### config.mk
export PLATFORM = sky130hd
export DESIGN_NAME = fir_tx_serializer
export DESIGN_NICKNAME = d
export VERILOG_FILES = /design/src/rtl/fir_uart_pkg.sv /design/src/rtl/fir_tx_serializer_sample_fifo.sv /design/src/rtl/fir_tx_serializer.sv
export SDC_FILE = /design/constraint.sdc
export NUM_CORES = 1
export LEC_CHECK = 0
export CAP_MARGIN = 5
export CORE_ASPECT_RATIO = 1.4
export CORE_MARGIN = 2
export CORE_UTILIZATION = 58
export DETAILED_ROUTE_END_ITERATION = 7
export PLACE_DENSITY_LB_ADDON = 0.12
export SLEW_MARGIN = 5
export SYNTH_ARGS = -nofsm -noshare
export SYNTH_HDL_FRONTEND = slang
export SYNTH_SLANG_ARGS = --single-unit
### constraint.sdc
create_clock -name clk -period 3.7 [get_ports clk]
set_input_delay 0.37 -clock clk [delete_from_list [all_inputs] [get_ports clk]]
set_output_delay 0.37 -clock clk [all_outputs]
set_load 0.01 [all_outputs]
### src/rtl/fir_uart_pkg.sv
// Shared types and constants for the FIR-to-UART serializer path.
package fir_uart_pkg;

  localparam int unsigned BYTE_W = 8;
  localparam logic [BYTE_W-1:0] SYNC_BYTE = 8'hA5;

  typedef enum logic [2:0] {
    ST_IDLE      = 3'd0,
    ST_LOAD      = 3'd1,
    ST_ARM       = 3'd2,
    ST_WAIT_BUSY = 3'd3,
    ST_WAIT_DONE = 3'd4,
    ST_NEXT      = 3'd5
  } tx_state_e;

endpackage

### src/rtl/fir_tx_serializer_sample_fifo.sv
// sample_fifo: synchronous first-word-fall-through FIFO holding FIR samples.
module sample_fifo #(
  parameter int unsigned WIDTH = 16,
  parameter int unsigned DEPTH = 4
) (
  input  logic                     clk,
  input  logic                     rst,
  input  logic                     push,
  input  logic                     pop,
  input  logic [WIDTH-1:0]         din,
  output logic [WIDTH-1:0]         dout,
  output logic                     full,
  output logic                     empty,
  output logic [$clog2(DEPTH):0]   level
);

  localparam int unsigned AW = $clog2(DEPTH);
  localparam int unsigned LW = AW + 1;

  logic [WIDTH-1:0] r_mem [DEPTH];
  logic [AW-1:0]    r_wr;
  logic [AW-1:0]    r_rd;
  logic [LW-1:0]    r_level;
  logic             w_push;
  logic             w_pop;

  assign w_push = push & ~full;
  assign w_pop  = pop & ~empty;

  // Storage array; contents need no reset since level gates visibility.
  always_ff @(posedge clk) begin
    if (w_push) r_mem[r_wr] <= din;
  end

  // Pointers and occupancy; power-of-two depth lets pointers wrap naturally.
  always_ff @(posedge clk or negedge rst) begin
    if (!rst) begin
      r_wr    <= '0;
      r_rd    <= '0;
      r_level <= '0;
    end else begin
      if (w_push) r_wr <= r_wr + AW'(1);
      if (w_pop)  r_rd <= r_rd + AW'(1);
      case ({w_push, w_pop})
        2'b10:   r_level <= r_level + LW'(1);
        2'b01:   r_level <= r_level - LW'(1);
        default: r_level <= r_level;
      endcase
    end
  end

  assign full  = (r_level == LW'(DEPTH));
  assign empty = (r_level == '0);
  assign dout  = r_mem[r_rd];
  assign level = r_level;

endmodule

### src/rtl/fir_tx_serializer.sv
// fir_tx_serializer: buffers FIR samples and feeds them LSB byte first to a UART.
// Optional build macro FIR_TX_SYNC_EN prefixes every sample with SYNC_BYTE.
module fir_tx_serializer
  import fir_uart_pkg::*;
#(
  parameter int unsigned SAMPLE_W   = 16,
  parameter int unsigned FIFO_DEPTH = 4,
  parameter int unsigned BUSY_TMO   = 4
) (
  input  logic                        clk,
  input  logic                        rst,
  input  logic [SAMPLE_W-1:0]         sample_in,
  input  logic                        sample_valid,
  output logic                        sample_ready,
  output logic [BYTE_W-1:0]           tx_data,
  output logic                        tx_start,
  input  logic                        tx_busy,
  output logic [$clog2(FIFO_DEPTH):0] fifo_level,
  output logic                        idle
);

  localparam int unsigned NB    = SAMPLE_W / BYTE_W;
`ifdef FIR_TX_SYNC_EN
  localparam int unsigned NBT   = NB + 1;
  localparam int unsigned SH_W  = SAMPLE_W + BYTE_W;
`else
  localparam int unsigned NBT   = NB;
  localparam int unsigned SH_W  = SAMPLE_W;
`endif
  localparam int unsigned CNT_W = $clog2(NBT + 1);
  localparam int unsigned TMO_W = $clog2(BUSY_TMO + 1);
  localparam int unsigned LVL_W = $clog2(FIFO_DEPTH) + 1;

  tx_state_e          r_state, w_state_nxt;
  logic [SH_W-1:0]    r_shreg, w_shreg_nxt;
  logic [CNT_W-1:0]   r_cnt, w_cnt_nxt;
  logic [TMO_W-1:0]   r_tmo, w_tmo_nxt;
  logic [BYTE_W-1:0]  r_tx_data, w_tx_data_nxt;
  logic               r_tx_start, w_tx_start_nxt;
  logic               r_ready;
  logic               r_idle;
  logic               w_push, w_pop, w_full, w_empty;
  logic [SAMPLE_W-1:0] w_dout;
  logic [LVL_W-1:0]   w_level, w_level_nxt;
  logic [SH_W-1:0]    w_load;

  assign w_push      = sample_valid & r_ready & ~w_full;
  assign w_level_nxt = w_level + LVL_W'(w_push) - LVL_W'(w_pop);

`ifdef FIR_TX_SYNC_EN
  assign w_load = {w_dout, SYNC_BYTE};
`else
  assign w_load = w_dout;
`endif

  sample_fifo #(
    .WIDTH (SAMPLE_W),
    .DEPTH (FIFO_DEPTH)
  ) u_fifo (
    .clk   (clk),
    .rst   (rst),
    .push  (w_push),
    .pop   (w_pop),
    .din   (sample_in),
    .dout  (w_dout),
    .full  (w_full),
    .empty (w_empty),
    .level (w_level)
  );

  // State, datapath and registered outputs.
  always_ff @(posedge clk or negedge rst) begin
    if (!rst) begin
      r_state    <= ST_IDLE;
      r_shreg    <= '0;
      r_cnt      <= '0;
      r_tmo      <= '0;
      r_tx_data  <= '0;
      r_tx_start <= 1'b0;
      r_ready    <= 1'b1;
      r_idle     <= 1'b1;
    end else begin
      r_state    <= w_state_nxt;
      r_shreg    <= w_shreg_nxt;
      r_cnt      <= w_cnt_nxt;
      r_tmo      <= w_tmo_nxt;
      r_tx_data  <= w_tx_data_nxt;
      r_tx_start <= w_tx_start_nxt;
      r_ready    <= (w_level_nxt != LVL_W'(FIFO_DEPTH));
      r_idle     <= (w_state_nxt == ST_IDLE) && (w_level_nxt == '0);
    end
  end

  // Next-state and next-output decode; start is only issued from ARM with the link free.
  always_comb begin
    w_state_nxt    = r_state;
    w_shreg_nxt    = r_shreg;
    w_cnt_nxt      = r_cnt;
    w_tmo_nxt      = r_tmo;
    w_tx_data_nxt  = r_tx_data;
    w_tx_start_nxt = 1'b0;
    w_pop          = 1'b0;
    case (r_state)
      ST_IDLE: begin
        if (!w_empty) w_state_nxt = ST_LOAD;
      end
      ST_LOAD: begin
        w_pop       = 1'b1;
        w_shreg_nxt = w_load;
        w_cnt_nxt   = '0;
        w_state_nxt = ST_ARM;
      end
      ST_ARM: begin
        if (!tx_busy) begin
          w_tx_data_nxt  = r_shreg[BYTE_W-1:0];
          w_tx_start_nxt = 1'b1;
          w_tmo_nxt      = '0;
          w_state_nxt    = ST_WAIT_BUSY;
        end
      end
      ST_WAIT_BUSY: begin
        if (tx_busy) begin
          w_state_nxt = ST_WAIT_DONE;
        end else if (r_tmo == TMO_W'(BUSY_TMO - 1)) begin
          w_state_nxt = ST_NEXT;
        end else begin
          w_tmo_nxt = r_tmo + TMO_W'(1);
        end
      end
      ST_WAIT_DONE: begin
        if (!tx_busy) w_state_nxt = ST_NEXT;
      end
      ST_NEXT: begin
        if (r_cnt == CNT_W'(NBT - 1)) begin
          w_state_nxt = ST_IDLE;
        end else begin
          w_shreg_nxt = r_shreg >> BYTE_W;
          w_cnt_nxt   = r_cnt + CNT_W'(1);
          w_state_nxt = ST_ARM;
        end
      end
      default: w_state_nxt = ST_IDLE;
    endcase
  end

  assign sample_ready = r_ready;
  assign tx_data      = r_tx_data;
  assign tx_start     = r_tx_start;
  assign fifo_level   = w_level;
  assign idle         = r_idle;

endmodule

==> After elaboration in Yosys (flattened, before gate mapping) <==
Memory sizes are Yosys's and may differ from the RTL's.
Index checks and enable logic that the tools add are counted.
{ "classes": {"addsub": 8, "eq_ne": 15, "muxes": 21, "bitwise": 7, "reduce_logical": 11} }
{ "op_table": {"columns": ["operator", "count"], "rows": [
  ["16-bit case mux with 2 select lines", 1],
  ["3-bit two-way mux", 8],
  ["3-bit case mux with 6 select lines", 1],
  ["16-bit two-way mux", 1],
  ["3-bit zero test", 4],
  ["3-bit case mux with 2 select lines", 2],
  ["3-bit by 2-bit == test with 1-bit output (second input constant)", 3],
  ["3-bit == test (second input constant)", 3],
  ["2-bit inequality test (second input constant)", 4],
  ["2-bit by 1-bit adder with 2-bit output (second input constant)", 3],
  ["3-bit by 1-bit adder with 3-bit output (second input constant)", 2],
  ["2-bit nonzero test", 3],
  ["1-bit two-way mux", 5],
  ["1-bit bitwise AND", 4],
  ["2-bit by 1-bit == test with 1-bit output (second input constant)", 2],
  ["2-bit two-way mux", 2],
  ["2-bit case mux with 2 select lines", 1],
  ["2-bit AND reduction", 2],
  ["4-bit AND reduction", 1],
  ["3-bit by 1-bit adder with 3-bit output", 1],
  ["3-bit by 1-bit == test with 1-bit output (second input constant)", 1],
  ["3-bit inequality test (second input constant)", 1],
  ["1-bit NOT", 3],
  ["3-bit by 1-bit subtractor with 3-bit output", 1],
  ["other kinds (3)", 3]
]} }
{ "totals": {"register_bits": 42, "ramBits": 64, "input_bits": 20, "output_inout_bits": 14, "word_cells": 74, "memories": 1} }
{ "memory_table": {"columns": ["memory", "depth", "width", "read_ports", "rd_clocked_by_memory_dff", "wr", "line_no", "source"], "rows": [
  ["u_fifo.r_mem", 4, 16, 1, 0, 1, "fir_tx_serializer_sample_fifo.sv:20", "logic [WIDTH-1:0] r_mem [DEPTH];"]
]} }

==> Longest topological paths before layout <==
{ "depth": {"ltp_word": 7, "mapped_depth": 10, "ltp_nobuf": 10} }

==> By module <==
Synthesis repeated with hierarchy kept, for this count alone.
{ "unflattened": {"cells_unflattened": 243, "area_unflattened_um2": 4376.7} }
{ "by_module_without_submodules": {"columns": ["module", "n_inst", "cells_each", "area_per_inst_um2", "seq_area_each_um2"], "rows": [
  ["sample_fifo", 1, 122, 2737.6, 2097.0],
  ["fir_tx_serializer", 1, 121, 1639.1, 878.3]
]} }

==> Worst setup path after synthesis <==
Ideal clock, no wire load.
{ "synth_timing": {"path_kind": "register -> register", "from": "reg u_fifo.r_level[0], in the netlist u_fifo.level[0]", "to": "reg r_idle, in the netlist idle", "setup_time_ps": 89, "arrival_ps": 2330, "t_required_ps": 3611, "setup_slack_ps": 1280, "path_stages_with_launch": 11, "path_buffers": 0, "period_less_slack_ps": 2420, "cell_sequence": "dfrtp_1 -> inv_1 -> a31oi_2 -> inv_1 -> ha_1 -> inv_1 -> ha_1 -> fa_1 -> xnor2_1 -> xnor2_1 -> nor4b_2"} }
{ "synth_between": {"elab_chain_len": 7, "elab_cells_between_ends": 11, "classes_between": "add/sub: 2; eq/ne: 1; mux: 2; bitwise: 2; reduce/logical: 4"} }
{ "synth_rtl": {"columns": ["item", "line_no", "source"], "rows": [
  ["start: declaration", "fir_tx_serializer_sample_fifo.sv:23", "logic [LW-1:0] r_level;"],
  ["start signal: assignment", "fir_tx_serializer_sample_fifo.sv:45", "2'b10: r_level <= r_level + LW'(1);"],
  ["start signal: assignment", "fir_tx_serializer_sample_fifo.sv:46", "2'b01: r_level <= r_level - LW'(1);"],
  ["start signal: assignment", "fir_tx_serializer_sample_fifo.sv:47", "default: r_level <= r_level;"],
  ["3-bit == test", "fir_tx_serializer_sample_fifo.sv:52", "assign full = (r_level == LW'(DEPTH));"],
  ["1-bit NOT", "fir_tx_serializer.sv:47", "assign w_push = sample_valid & r_ready & ~w_full;"],
  ["1-bit bitwise AND", "fir_tx_serializer.sv:47", null],
  ["3-bit by 1-bit adder with 3-bit output", "fir_tx_serializer.sv:48", "assign w_level_nxt = w_level + LVL_W'(w_push) - LVL_W'(w_pop);"],
  ["3-bit by 1-bit subtractor with 3-bit output", "fir_tx_serializer.sv:48", null],
  ["3-bit zero test", "fir_tx_serializer.sv:90", "r_idle <= (w_state_nxt == ST_IDLE) && (w_level_nxt == '0);"],
  ["1-bit logical AND *", "fir_tx_serializer.sv:90", null],
  ["end signal: assignment", "fir_tx_serializer.sv:90", null],
  ["end: declaration", "fir_tx_serializer.sv:41", "logic r_idle;"]
]} }
Mark *: on every way between the ends. The rest lies on a longest branch, timed or not.
A chain may end at the register's enable or synchronous reset.

==> Final worst setup path <==
{ "layout_timing": {"from": "reg r_state[1]", "to": "reg r_idle, in the netlist idle"} }
{ "layout_between": {"elab_chain_len": 5, "elab_cells_between_ends": 17, "classes_between": "add/sub: 1; eq/ne: 5; mux: 7; reduce/logical: 4"} }
{ "layout_rtl": {"columns": ["item", "line_no", "source"], "rows": [
  ["start: declaration", "fir_tx_serializer.sv:34", "tx_state_e r_state, w_state_nxt;"],
  ["start signal: assignment", "fir_tx_serializer.sv:83", "r_state <= w_state_nxt;"],
  ["3-bit by 1-bit == test with 1-bit output / 3-bit two-way mux (equally long branches)", "fir_tx_serializer.sv:103, fir_tx_serializer.sv:124", null],
  ["1-bit two-way mux / 3-bit two-way mux (equally long branches)", "fir_tx_serializer.sv:103, fir_tx_serializer.sv:122", null],
  ["3-bit by 1-bit subtractor with 3-bit output / 3-bit case mux with 6 select lines (equally long branches)", "fir_tx_serializer.sv:48, fir_tx_serializer.sv:103", null],
  ["3-bit zero test", "fir_tx_serializer.sv:90", null],
  ["1-bit logical AND *", "fir_tx_serializer.sv:90", null]
]} }
Marked as above.

==> qor.csv <==
stage,metric,value,unit
floorplanning,io pins,34,
drt,drt total wl,6960,µm
logic_synthesis,Cell variety after synth,43,
sta,PnR worst setup slack,910,ps
sta,worst clock skew,13.1,ps
clock_tree,Root Buffer,clkbuf_8,
hold_path,Hold Crit Class,input port to asynchronous set/reset pin,
floorplanning,height of the die,107,µm
placement,post-DP HPWL,4670,µm
sta,fin crit period,2790,ps
placement,pre-CTS worst setup slack,791,ps
sta,Final setup viols,0,
sta,final count of hold timing violations,0,
logic_synthesis,Synth Register Bits,106,
floorplanning,die width,77.8,µm
sta,Min Hold Slack,129,ps
drt,Initial DRC Count,169,
logic_synthesis,Synth Area in Simple Gates,5.29,%
drt,Detail Route Antenna Nets,0,
logic_synthesis,mapped cell area,4420,µm²
logic_synthesis,Mapped Nets,287,
global_routing,initial antenna violation count,0,
clock_tree,H-Tree Depth,3,
logic_synthesis,Post-synth EDFFs,64,
sta,fmax,358,MHz
placement,port buffer count,33,
logic_synthesis,Most used DFF post-synth,edfxtp_1,
setup_path,startpoint class of the critical path,flip-flop,
setup_path,"Cell Chain, Critical Path","or3b_1, clkinv_1, buf_4, ha_1, inv_1, ha_1, fa_1, xnor2_1, xnor2_1, nor4b_2",
clock_tree,cts hold-fix bufs,0,
floorplanning,Cell Rows,37,
floorplanning,Initial Util,60.1,%
clock_tree,clock slew at reported path FFs,90,ps
global_routing,first-pass GRT wire length,11700,µm
sta,Slew Limit Headroom,32.7,%
power,Pwr Density,795,nW/µm²
drt,via count,2249,
global_routing,aggregate global routing overflow,0,
sta,Max Slew Vio Count,0,
final_layout,ANT cells,0,
setup_path,Worst Path Max Fanout,13,
logic_synthesis,synthesized-area fraction occupied by adder cells,3.73,%
drt,Pre-antenna DRT Iters,6,
floorplanning,core footprint,7360,µm²
final_layout,Multi-input gate area,1300,µm²
final_layout,layout cell share with drive strength beyond 1,15.0,%
clock_tree,Worst-Skew Late Latency,360,ps
setup_path,arrival time at the worst endpoint,3060,ps
global_routing,number of global-route vias before repair,2343,
clock_tree,Num CTS Buffers,9,
outcome,status,finished clean,
logic_synthesis,sequential share of the synthesized area,67.3,%
setup_path,Max stage delay on crit path,540,ps
clock_tree,clk sink count,106,
clock_tree,total setup buffers inserted after CTS,0,
clock_tree,CTS max path bufs,2,
placement,placed instance area,4780,µm²
final_layout,# nets final,321,
logic_synthesis,Synth Area per Inst,17.3,µm²
final_layout,number of fill cells,496,
logic_synthesis,Synth Area in Compound Gates,6.73,%
logic_synthesis,Syn Inst Count,255,
sta,unrepaired setup endpoints after global routing,false,
power,Max VDD drop,415,µV
setup_path,Critical Path End Type,flip-flop,
logic_synthesis,Synth Area in XOR/XNOR,1.58,%
setup_path,Worst Path Required,3970,ps
logic_synthesis,mux share of post-synthesis cell area,12.0,%
drt,routed length per instance,17.8,µm
placement,GPL Wtd Cong,0.758,
drt,DRC,0,
drt,vias per cell,5.75,
sta,period utilization,75.4,%
floorplanning,die area,8350,µm²
sta,setup_tns,0,ps
logic_synthesis,"Warnings, synthesis",0,
final_layout,Final Cell Area,4970,µm²
setup_path,reg2reg path depth,10,
logic_synthesis,asr flop ratio synth,39.6,%
final_layout,utilization after layout,67.5,%
setup_path,"Slowest-stage cell, CP",dfrtp_1,
clock_tree,clock tree from TritonCTS,done,
global_routing,GRT Util Overall,19.0,%
logic_synthesis,largest family of logic cells by synthesized area,multiplexers,
final_layout,Area Overhead vs Synth,12.2,%
sta,Worst Tran Pin Value,1010,ps
setup_path,Setup CP Type,flip-flop to flip-flop,
job,maxcap violations,0,
power,leakage,1.83,nW
global_routing,largest net degree at the start of global routing,43,
final_layout,Seq. cell area,2980,µm²
clock_tree,PostCTS Resize Cnt,0,
report_power, final:
group	internal (W)	total (W)	switching (W)
combinational	0.000723	0.00135	0.000629
sequential	0.00164	0.00193	0.000297
clock	0.000311	0.000665	0.000354
total	0.00267	0.00395	0.00128
cells in the mapped netlist, types with 3 or more instances:
cell / count / area (µm²)
xor2_1: 4 / 35.0
buf_6: 4 / 45.0
mux4_1: 8 / 210
mux4_2: 8 / 180
o22ai_1: 16 / 100
a22o_1: 10 / 87.6
mux2_2: 10 / 113
ha_1: 10 / 125
nor2_1: 4 / 15.0
dfrtp_1: 40 / 1000
xnor2_1: 4 / 35.0
and2_1: 4 / 25.0
mux2i_1: 3 / 30.0
nand2_1: 9 / 33.8
buf_2: 4 / 20.0
a21oi_1: 8 / 40.0
inv_1: 11 / 41.3
nand2b_1: 4 / 25.0
edfxtp_1: 64 / 1920
registers in the layout, summed over array words and instances, names as in the netlist:
signal	cells
r_shreg	16
tx_data	8
r_state	3
u_fifo.r_mem	64
tx_start	1
r_cnt	2
u_fifo.r_rd	2
u_fifo.r_wr	2
idle	1
u_fifo.level	3
sample_ready	1
r_tmo	3
cell type report:
| cell class | count | share of cell area (%) |
|---|---|---|
| inverters | 12 | 0.907 |
| repair buffers | 35 | 6.85 |
| clock buffers | 11 | 2.65 |
| multi-input cells | 125 | 26.2 |
| flip-flops and latches | 106 | 59.9 |
| well taps | 97 | 2.44 |
| clock inverters | 5 | 1.06 |
metal layers:
layer / vias to the layer above / routed length (µm) / part of all wire (%) / GRT usage [%]
li1: 1058 / - / - / -
met1: 1143 / 2930 / 42 / 23.0
met2: 42 / 3720 / 54 / 32.6
met3: 6 / 219 / 3.1 / 4.78
met4: 0 / 78 / 1.1 / 7.27
met5: - / 0 / 0 / 0
layout by cell type, fill, tap and decap left out, types with 3 or more instances in the layout:
| cell type | Yosys | layout |
|---|---|---|
| nand2_1 | 9 | 9 |
| a22o_1 | 10 | 10 |
| nand2b_1 | 4 | 4 |
| edfxtp_1 | 64 | 64 |
| xnor2_1 | 4 | 4 |
| inv_1 | 11 | 11 |
| o22ai_1 | 16 | 16 |
| mux2i_1 | 3 | 3 |
| nor2_1 | 4 | 4 |
| mux4_2 | 8 | 8 |
| clkdlybuf4s50_1 | 0 | 32 |
| mux2_2 | 10 | 10 |
| clkbuf_8 | 0 | 9 |
| a21oi_1 | 8 | 8 |
| mux4_1 | 8 | 8 |
| dfrtp_1 | 40 | 40 |
| and2_1 | 4 | 4 |
| ha_1 | 10 | 10 |
| xor2_1 | 4 | 4 |
worst paths after layout:
kind / slack, ps / endpoint / from
hold reg to reg: 490 / r_tmo[0] / r_tmo[0]
hold / removal: 130 / u_fifo.level[1] / rst
min in group clk: 490 / r_tmo[0] / r_tmo[0]
setup / recovery: 910 / idle / r_state[1]
max in group asynchronous: 3010 / r_shreg[9] / rst
setup reg to reg: 910 / idle / r_state[1]
through the flow:
stage	power [W]	instances
global placement	0.00328	375
floorplan	0.00291	255
global route	0.00423	391
CTS	0.00401	391
finish	0.00395	391
detailed placement	0.00334	375
cell families after synthesis:
kind of cell / count (synthesis)
adder cells (fa/ha/maj): 12
buffers and inverters: 24
flip-flops: 106
multiplexers: 29
AO/OA/AOI/OAI: 43
AND/OR/NAND/NOR: 33
XOR/XNOR: 8
worst max-delay path, delay by kind of cell, from the launching register on:
family | cells | cell delay (ps)
and+or+nand+nor | 2 | 690
adders and majority gates | 3 | 830
xor gates and xnor gates | 2 | 290
buffers and inverters | 3 | 330
DFF | 1 | 540
Power figures use the tool's default switching activity.
